[src/rtl/seq_divider32b.sv]
// Multi-cycle 32-bit RV32M divider (DIV/DIVU/REM/REMU) using restoring shift-and-subtract.
// Latency: 34 cycles from an accepted start to the done pulse; 1 cycle for divide-by-zero/overflow.
// No backpressure: start is ignored while busy, and done is a one-cycle pulse that must be captured.
module seq_divider32b (
  input  logic        clk,
  input  logic        reset,
  input  logic        start,
  input  logic [1:0]  op,
  input  logic [31:0] a,
  input  logic [31:0] b,
  output logic        busy,
  output logic        done,
  output logic [31:0] result
);

  typedef enum logic [1:0] {
    IDLE = 2'd0,
    ITER = 2'd1,
    FIX  = 2'd2
  } state_t;

  state_t      state;
  state_t      state_nxt;

  logic        op_rem;      // latched op[1]: 1 = remainder result
  logic        neg_q;
  logic        neg_r;
  logic [4:0]  cnt;
  logic [31:0] babs;
  logic [31:0] r;
  logic [31:0] q;

  logic        is_signed;
  logic [31:0] a_abs;
  logic [31:0] b_abs;
  logic        div0;
  logic        ovf;
  logic        special;
  logic [31:0] special_res;
  logic [32:0] t;
  logic [32:0] d;
  logic [31:0] fix_res;

  // Operand conditioning, special-case detection, one restoring step and final sign fix-up
  always_comb begin
    is_signed   = ~op[0];
    a_abs       = (is_signed && a[31]) ? (32'd0 - a) : a;
    b_abs       = (is_signed && b[31]) ? (32'd0 - b) : b;
    div0        = (b == 32'd0);
    ovf         = is_signed && (a == 32'h8000_0000) && (b == 32'hFFFF_FFFF);
    special     = div0 || ovf;
    special_res = 32'd0;
    if (div0) begin
      special_res = op[1] ? a : 32'hFFFF_FFFF;
    end else if (ovf) begin
      special_res = op[1] ? 32'd0 : 32'h8000_0000;
    end
    t = {r, q[31]};
    d = t - {1'b0, babs};
    if (op_rem) begin
      fix_res = neg_r ? (32'd0 - r) : r;
    end else begin
      fix_res = neg_q ? (32'd0 - q) : q;
    end
  end

  // Next-state logic: special cases complete straight from IDLE
  always_comb begin
    state_nxt = state;
    case (state)
      IDLE: begin
        if (start && !special) begin
          state_nxt = ITER;
        end
      end
      ITER: begin
        if (cnt == 5'd0) begin
          state_nxt = FIX;
        end
      end
      FIX: begin
        state_nxt = IDLE;
      end
      default: begin
        state_nxt = IDLE;
      end
    endcase
  end

  // State register
  always_ff @(posedge clk) begin
    if (reset) begin
      state <= IDLE;
    end else begin
      state <= state_nxt;
    end
  end

  // Operand latch and iteration datapath
  always_ff @(posedge clk) begin
    if (reset) begin
      cnt    <= 5'd0;
      r      <= 32'd0;
      q      <= 32'd0;
      babs   <= 32'd0;
      op_rem <= 1'b0;
      neg_q  <= 1'b0;
      neg_r  <= 1'b0;
    end else begin
      case (state)
        IDLE: begin
          if (start) begin
            op_rem <= op[1];
            neg_q  <= is_signed && (a[31] ^ b[31]);
            neg_r  <= is_signed && a[31];
            babs   <= b_abs;
            cnt    <= 5'd31;
            r      <= 32'd0;
            q      <= a_abs;
          end
        end
        ITER: begin
          if (!d[32]) begin
            r <= d[31:0];
            q <= {q[30:0], 1'b1};
          end else begin
            r <= t[31:0];
            q <= {q[30:0], 1'b0};
          end
          cnt <= cnt - 5'd1;
        end
        default: begin
        end
      endcase
    end
  end

  // Result register and one-cycle done pulse
  always_ff @(posedge clk) begin
    if (reset) begin
      done   <= 1'b0;
      result <= 32'd0;
    end else begin
      done <= 1'b0;
      if (state == IDLE && start && special) begin
        done   <= 1'b1;
        result <= special_res;
      end else if (state == FIX) begin
        done   <= 1'b1;
        result <= fix_res;
      end
    end
  end

  assign busy = (state != IDLE);

endmodule
[config.mk]
export PLATFORM = sky130hd
export DESIGN_NAME = seq_divider32b
export DESIGN_NICKNAME = d
export VERILOG_FILES = /design/src/rtl/seq_divider32b.sv
export SDC_FILE = /design/constraint.sdc
export NUM_CORES = 1
export LEC_CHECK = 0
export ABC_AREA = 1
export CORE_MARGIN = 5
export CORE_UTILIZATION = 50
export DETAILED_ROUTE_END_ITERATION = 10
export DONT_BUFFER_PORTS = 1
export PLACE_DENSITY = 0.75
export SYNTH_ARGS = -nofsm -noshare
export SYNTH_HDL_FRONTEND = slang
export SYNTH_SLANG_ARGS = --single-unit
[constraint.sdc]
create_clock -name clk -period 2.2 [get_ports clk]
set_clock_uncertainty 0.15 [all_clocks]
set_input_delay 0.33 -clock clk [delete_from_list [all_inputs] [get_ports clk]]
set_output_delay 0.33 -clock clk [all_outputs]
set_load 0.1 [all_outputs]
==> flow_summary.json, run 1 <==
{
  "reg2reg_depth": 18,
  "r2r_start": "q[31]",
  "areaGrowthSynthToFinish_pct": 36.8,
  "yosys_warnings": 0,
  "numCtsBuffers": 17,
  "drive_above_1_share_pct": 24.0,
  "nets": 2650,
  "r2r_setup_slack_ns": -0.22,
  "drcViolationCount": 0,
  "fin_util_pct": 68.7,
  "period_minus_slack_ns": 2.42,
  "start_util_pct": 50.2,
  "hold_violations": 64,
  "slew_headroom_pct": 54.6,
  "h-tree-depth": 4,
  "ctsRootBufferMaster": "clkbuf_16",
  "run_status": "complete, but fails checks",
  "ys_top_cells_by_area": "dfxtp_1, nand2_1, inv_1",
  "worst_slew_pin_slew_ns": 0.674,
  "dpl.hpwl_um": 39600,
  "postPlaceCellArea_mm2": 0.0150,
  "worst-setup-path-type": "reg -> reg",
  "wire_per_inst_um": 18.2,
  "clock-sinks": 139,
  "post-route-cell-area_mm2": 0.0172,
  "timing.fmax_mhz": 413,
  "port_buffers": 0,
  "grt_max_degree": 81,
  "whs_ns": -0.189,
  "violations": "hold timing, setup timing",
  "cp_num_cells": 18,
  "die_h_um": 168,
  "timing.final.ws_setup_ns": -0.219,
  "yosysTopAreaCell": "dfxtp_1",
  "ctsLongestPathBuffers": 2,
  "vdd.ir_drop.worst_uv": 644,
  "r2r-end": "r[23]",
  "critical_path.max_fanout": 8,
  "n_fill_cell": 2243,
  "leakage_nw": 8.62,
  "core_mm2": 0.0250,
  "yosysTopAreaCellShare_pct": 22.2,
  "path_buf_inv": 3,
  "grt_pass1_wl_um": 79400,
  "layout_commonest_cell": "nand2_1",
  "syn_area_mm2": 0.0125,
  "end_kind": "flip-flop",
  "grtUsageTotal_pct": 35.0,
  "syn_inst": 2243,
  "critPathMostFrequentCell": "nand2_2",
  "tritoncts": "done",
  "yosysSeqAreaShare_pct": 22.2,
  "ios": 103,
  "finalMaxSlewViolations": 0,
  "cp_slowest_cell": "fa_2",
  "fin_total_pwr_w": 0.0181,
  "grt_setup_unrepaired": "yes",
  "fp-row-count": 58,
  "firstDrtPassIters": 6,
  "cp_slowest_stage_delay_ns": 0.37,
  "crit_end": "r[23]",
  "cp_top_family": "simple AND/OR/NAND/NOR gates",
  "drt_iter0_markers": 2112,
  "diodes": 0,
  "cp_cell_sequence": "inv_2 -> ha_4 -> fa_2 -> inv_2 -> nand2_2 -> nand2_2 -> nand3_2 -> nand2_2 -> nand2_2 -> nand2_4 -> nand2_8 -> nand2_8 -> nand2_8 -> nand2_8 -> buf_12 -> nand2_2 -> nand3_2 -> a21oi_1",
  "antenna_found_initial": 0,
  "power.density_mw_per_mm2": 1050,
  "die_w_um": 168,
  "overflow": 0,
  "fin_tns_setup_ns": -6.03,
  "worstPathRequired_ns": 2.37,
  "gp_congestion": 1.01,
  "synth-seq-cells": 139,
  "startpoint": "q[31]",
  "clk_pin_slew_ns": 0.06,
  "ant_nets": 0,
  "hold_path.class": "in -> reg",
  "drt-total-wl_um": 52500,
  "worstPathArrival_ns": 2.59,
  "setup_violations": 33,
  "crit_path_start_kind": "flip-flop",
  "maxCapViolCount": 0,
  "final_cell_mix": "nand2_1, buf_4, inv_1",
  "clk-insertion-delay-late_ns": 0.43,
  "hold_buffers": 27,
  "synth_area_per_cell_um2": 5.59,
  "syn_nets": 2352,
  "die_area_mm2": 0.0283,
  "via_per_inst": 5.67,
  "grt_pass1_vias": 15082,
  "period_share_pct": 110,
  "yosysUniqueCellTypes": 49,
  "dr_total_vias": 16347
}
-- registers in the layout, indices dropped and copies added (netlist names), 2 cells and up --
| name | count |
|---|---|
| babs | 32 |
| r | 32 |
| result | 32 |
| state | 2 |
| cnt | 5 |
| q | 32 |
-- layout make-up --
class	count	area, um^2	area share [%]
multi-input combinational	1710	9260	53.9
timing repair buffer	359	2930	17.1
sequential	139	2800	16.3
inverter	314	1180	6.89
clock buffer	20	457	2.66
tap	330	413	2.41
clock inverter	10	116	0.678
-- stage by stage --
step / cells / setup slack (ns)
floorplan: 2243 / -0.0973
global placement: 2803 / -0.235
detailed placement: 2803 / -0.277
CTS: 2877 / -0.102
global route: 2882 / -0.297
finish: 2882 / -0.219
-- worst register-to-register path: stages, from the launching register on --
cell     delay, ns
dfxtp_2       0.34
inv_2         0.05
ha_4          0.15
fa_2          0.37
inv_2         0.08
nand2_2       0.06
nand2_2       0.07
nand3_2       0.06
nand2_2       0.08
nand2_2       0.07
nand2_4       0.11
nand2_8       0.09
nand2_8       0.11
nand2_8       0.07
nand2_8       0.11
buf_12        0.15
nand2_2       0.07
nand3_2       0.06
a21oi_1       0.07
-- worst min path at each step --
stage / from / end / slack [ns] / depth (start not counted)
2_1_floorplan: cnt[4] / cnt[4] / 0.29 / 1
3_3_place_gp: reset / r[7] / 0.26 / 1
3_5_place_dp: reset / r[6] / 0.27 / 1
4_1_cts: reset / r[8] / -0.19 / 1
5_1_grt: reset / r[4] / -0.19 / 1
6_report: reset / r[4] / -0.19 / 1
-- synth_stat cells (all sizes together) --
cell type / count
fa: 1
o21ai: 148
nand4: 38
inv: 312
and2: 7
a21o: 4
and3: 1
nor2: 261
o221ai: 6
clkinv: 2
o211ai: 5
clkbuf: 47
a22oi: 14
dfxtp: 139
nor4: 6
ha: 39
a21oi: 139
nand2: 677
and3b: 1
buf: 33
nor3b: 2
xnor2: 13
or2: 11
o22ai: 7
nor3: 29
a221oi: 1
o31ai: 8
nand3: 224
o2111ai: 4
nand3b: 11
o21a: 1
a31oi: 21
xor2: 24
a211oi: 3
o21bai: 4
-- logic make-up after synthesis --
| kind of cell | synth area share, % |
|---|---|
| DFF | 22.2 |
| and+or+nand+nor | 42.8 |
| AOI/OAI and AO/OA | 16.0 |
| adders and majority gates | 4.05 |
| buffers and inverters | 12.3 |
| xor gates and xnor gates | 2.58 |
-- where the power goes --
part | switching [W] | internal [W] | total [W]
Clock | 0.00123 | 0.00172 | 0.00296
Sequential | 0.000296 | 0.00281 | 0.00311
Combinational | 0.00711 | 0.00490 | 0.0120
Total | 0.00864 | 0.00943 | 0.0181
-- per-layer routing --
metal	GRT usage, %	vias up	routed length [um]
met5	0	-	0
li1	-	7831	-
met2	53.5	906	22400
met4	14.7	0	2620
met1	46.8	7438	21600
met3	9.27	172	5930
-- what timing repair did --
action	4_1_cts	5_1_grt
gates resized for setup	122	142
setup endpoints to repair	46	65
setup buffers	14	5
hold endpoints to repair	90	64
gates cloned	3	1
pin swaps	26	45
Note: power is estimated with default switching activity, not from simulation.
==> run 2, diff against run 1 <==
==> constraint.sdc (replaced) <==
create_clock -name clk -period 2 [get_ports clk]
set_clock_uncertainty 0.15 [all_clocks]
set_input_delay 0.3 -clock clk [delete_from_list [all_inputs] [get_ports clk]]
set_output_delay 0.3 -clock clk [all_outputs]
set_load 0.1 [all_outputs]
==> run 2 against run 1 <==
  * The run still ends with hold timing, setup timing left
  * Register-to-register slack lost 0.32 ns
  * Sequential share of layout area shrank 0.67 points
  * Non-clock buffer count grew 45
  * Critical path depth is the same
  * Maximum frequency shrank 4.7%
  * Core utilization grew 3.1 points
  * Routed wire length grew 4.8%
==> flow_summary.json, run 2 (same netlist as run 1, synthesis figures left out) <==
{
  "hold_violations": 75,
  "n_fill_cell": 2070,
  "clk_pin_slew_ns": 0.06,
  "clkPwrFrac_pct": 15.3,
  "drive_above_1_share_pct": 28.2,
  "grtUsageTotal_pct": 35.3,
  "via_per_inst": 5.78,
  "gp_congestion": 1.02,
  "ctsRootBufferMaster": "clkbuf_16",
  "whs_ns": -0.219,
  "leakage_nw": 8.94,
  "switching_share_pct": 49.2,
  "combPwrFrac_pct": 68.3,
  "clock-sinks": 139,
  "dr_total_vias": 16950,
  "layout_commonest_cell": "nand2_1",
  "grt_max_degree": 81,
  "fin_tns_setup_ns": -17.46,
  "dpl.hpwl_um": 39900,
  "violations": "hold timing, setup timing",
  "run_status": "complete, but fails checks",
  "ctsLongestPathBuffers": 2,
  "grt_pass1_vias": 15240,
  "post-route-cell-area_mm2": 0.0179,
  "wire_per_inst_um": 18.8,
  "ant_nets": 0,
  "worst_slew_pin_slew_ns": 0.557,
  "antenna_found_initial": 1,
  "worst-setup-path-type": "reg -> reg",
  "setup_violations": 48,
  "period_minus_slack_ns": 2.54,
  "crit_path_start_kind": "flip-flop",
  "slew_headroom_pct": 62.6,
  "overflow": 0,
  "worstPathArrival_ns": 2.70,
  "core_mm2": 0.0250,
  "placed_cells": 2847,
  "maxCapViolCount": 0,
  "vdd.ir_drop.worst_uv": 683,
  "stdcell_count": 2930,
  "fp-row-count": 58,
  "fin_util_pct": 71.8,
  "tritoncts": "done",
  "drt_iter0_markers": 2091,
  "postPlaceCellArea_mm2": 0.0154,
  "timing.final.ws_setup_ns": -0.538,
  "nets": 2695,
  "period_share_pct": 127,
  "p_sw_w": 0.0102,
  "power.internal_w": 0.0105,
  "timing.fmax_mhz": 394,
  "power.density_mw_per_mm2": 1150,
  "h-tree-depth": 4,
  "ios": 103,
  "pwr-share-seq_pct": 16.5,
  "drcViolationCount": 0,
  "grt_pass1_wl_um": 80400,
  "grt_setup_unrepaired": "yes",
  "hold_path.class": "in -> reg",
  "hold_buffers": 20,
  "final_cell_mix": "nand2_1, buf_4, inv_1",
  "numCtsBuffers": 17,
  "areaGrowthSynthToFinish_pct": 43.0,
  "finalMaxSlewViolations": 0,
  "critical_path.max_fanout": 8,
  "clk-insertion-delay-late_ns": 0.44,
  "worstPathRequired_ns": 2.16,
  "die_area_mm2": 0.0283,
  "die_w_um": 168,
  "firstDrtPassIters": 9,
  "start_util_pct": 50.2,
  "die_h_um": 168,
  "end_kind": "flip-flop",
  "drt-total-wl_um": 55000,
  "port_buffers": 0
}
-- run 2: timing repair --
item,4_1_cts,5_1_grt
setup buffers,10,16
endpoints found under the hold margin,96,76
setup endpoints to repair,61,67
gates cloned,3,3
pin swaps,35,79
gates resized for setup,144,231
-- run 2: worst paths after layout --
kind              startpoint        to  slack, ns  cells past startpoint
setup / recovery       q[31]     r[22]      -0.54                     18
hold / removal         reset      r[4]      -0.22                      1
setup reg to reg       q[31]     r[22]      -0.54                     18
hold reg to reg     babs[31]  babs[31]       0.34                      2
-- run 2: metal layers --
layer / track usage (%) / up-vias / share of wire (%)
met2: 56.4 / 1066 / 44
met4: 12.7 / 0 / 5.1
met3: 6.88 / 206 / 11
li1: - / 7944 / -
met1: 47.4 / 7734 / 39
met5: 0 / - / 0
-- run 2: power groups by stage --
stage / clock (W) / sequential (W) / combinational, W
finish: 0.00315 / 0.00340 / 0.0141
global route: 0.00329 / 0.00342 / 0.0151
CTS: 0.00315 / 0.00336 / 0.0117
detailed placement: 0 / 0.00339 / 0.0107
global placement: 0 / 0.00339 / 0.0105
floorplan: 0 / 0.00354 / 0.00608
-- run 2: per-stage QoR --
step / setup slack, ns / total power (W)
final: -0.538 / 0.0206
after global routing: -0.584 / 0.0218
after CTS: -0.319 / 0.0182
after detailed placement: -0.496 / 0.0141
after global placement: -0.427 / 0.0139
after floorplan: -0.297 / 0.00962
-- run 2: worst max-delay path: stages (launching register included) --
cell and delay, ns:
dfxtp_2 0.35, inv_2 0.06, ha_4 0.16, fa_2 0.40
inv_2 0.08, nand2_2 0.06, nand2_2 0.10, nand3_2 0.08
nand2_2 0.12, nand2_4 0.07, nand2_4 0.09, nand2_8 0.08
nand2_8 0.10, nand2_8 0.08, nand2_8 0.11, buf_12 0.13
o21ai_2 0.06, nand3_1 0.08, nand2_1 0.06
-- run 2: final cells by class --
class                      instances  area [um^2]  area share [%]
antenna                            1         2.50          0.0140
clock buffer                      18          429            2.39
clock inverter                    14          135           0.754
inverter                         314         1200            6.71
multi-input combinational       1710         9580            53.4
sequential                       139         2810            15.7
tap                              330          413            2.30
timing repair buffer             404         3360            18.7
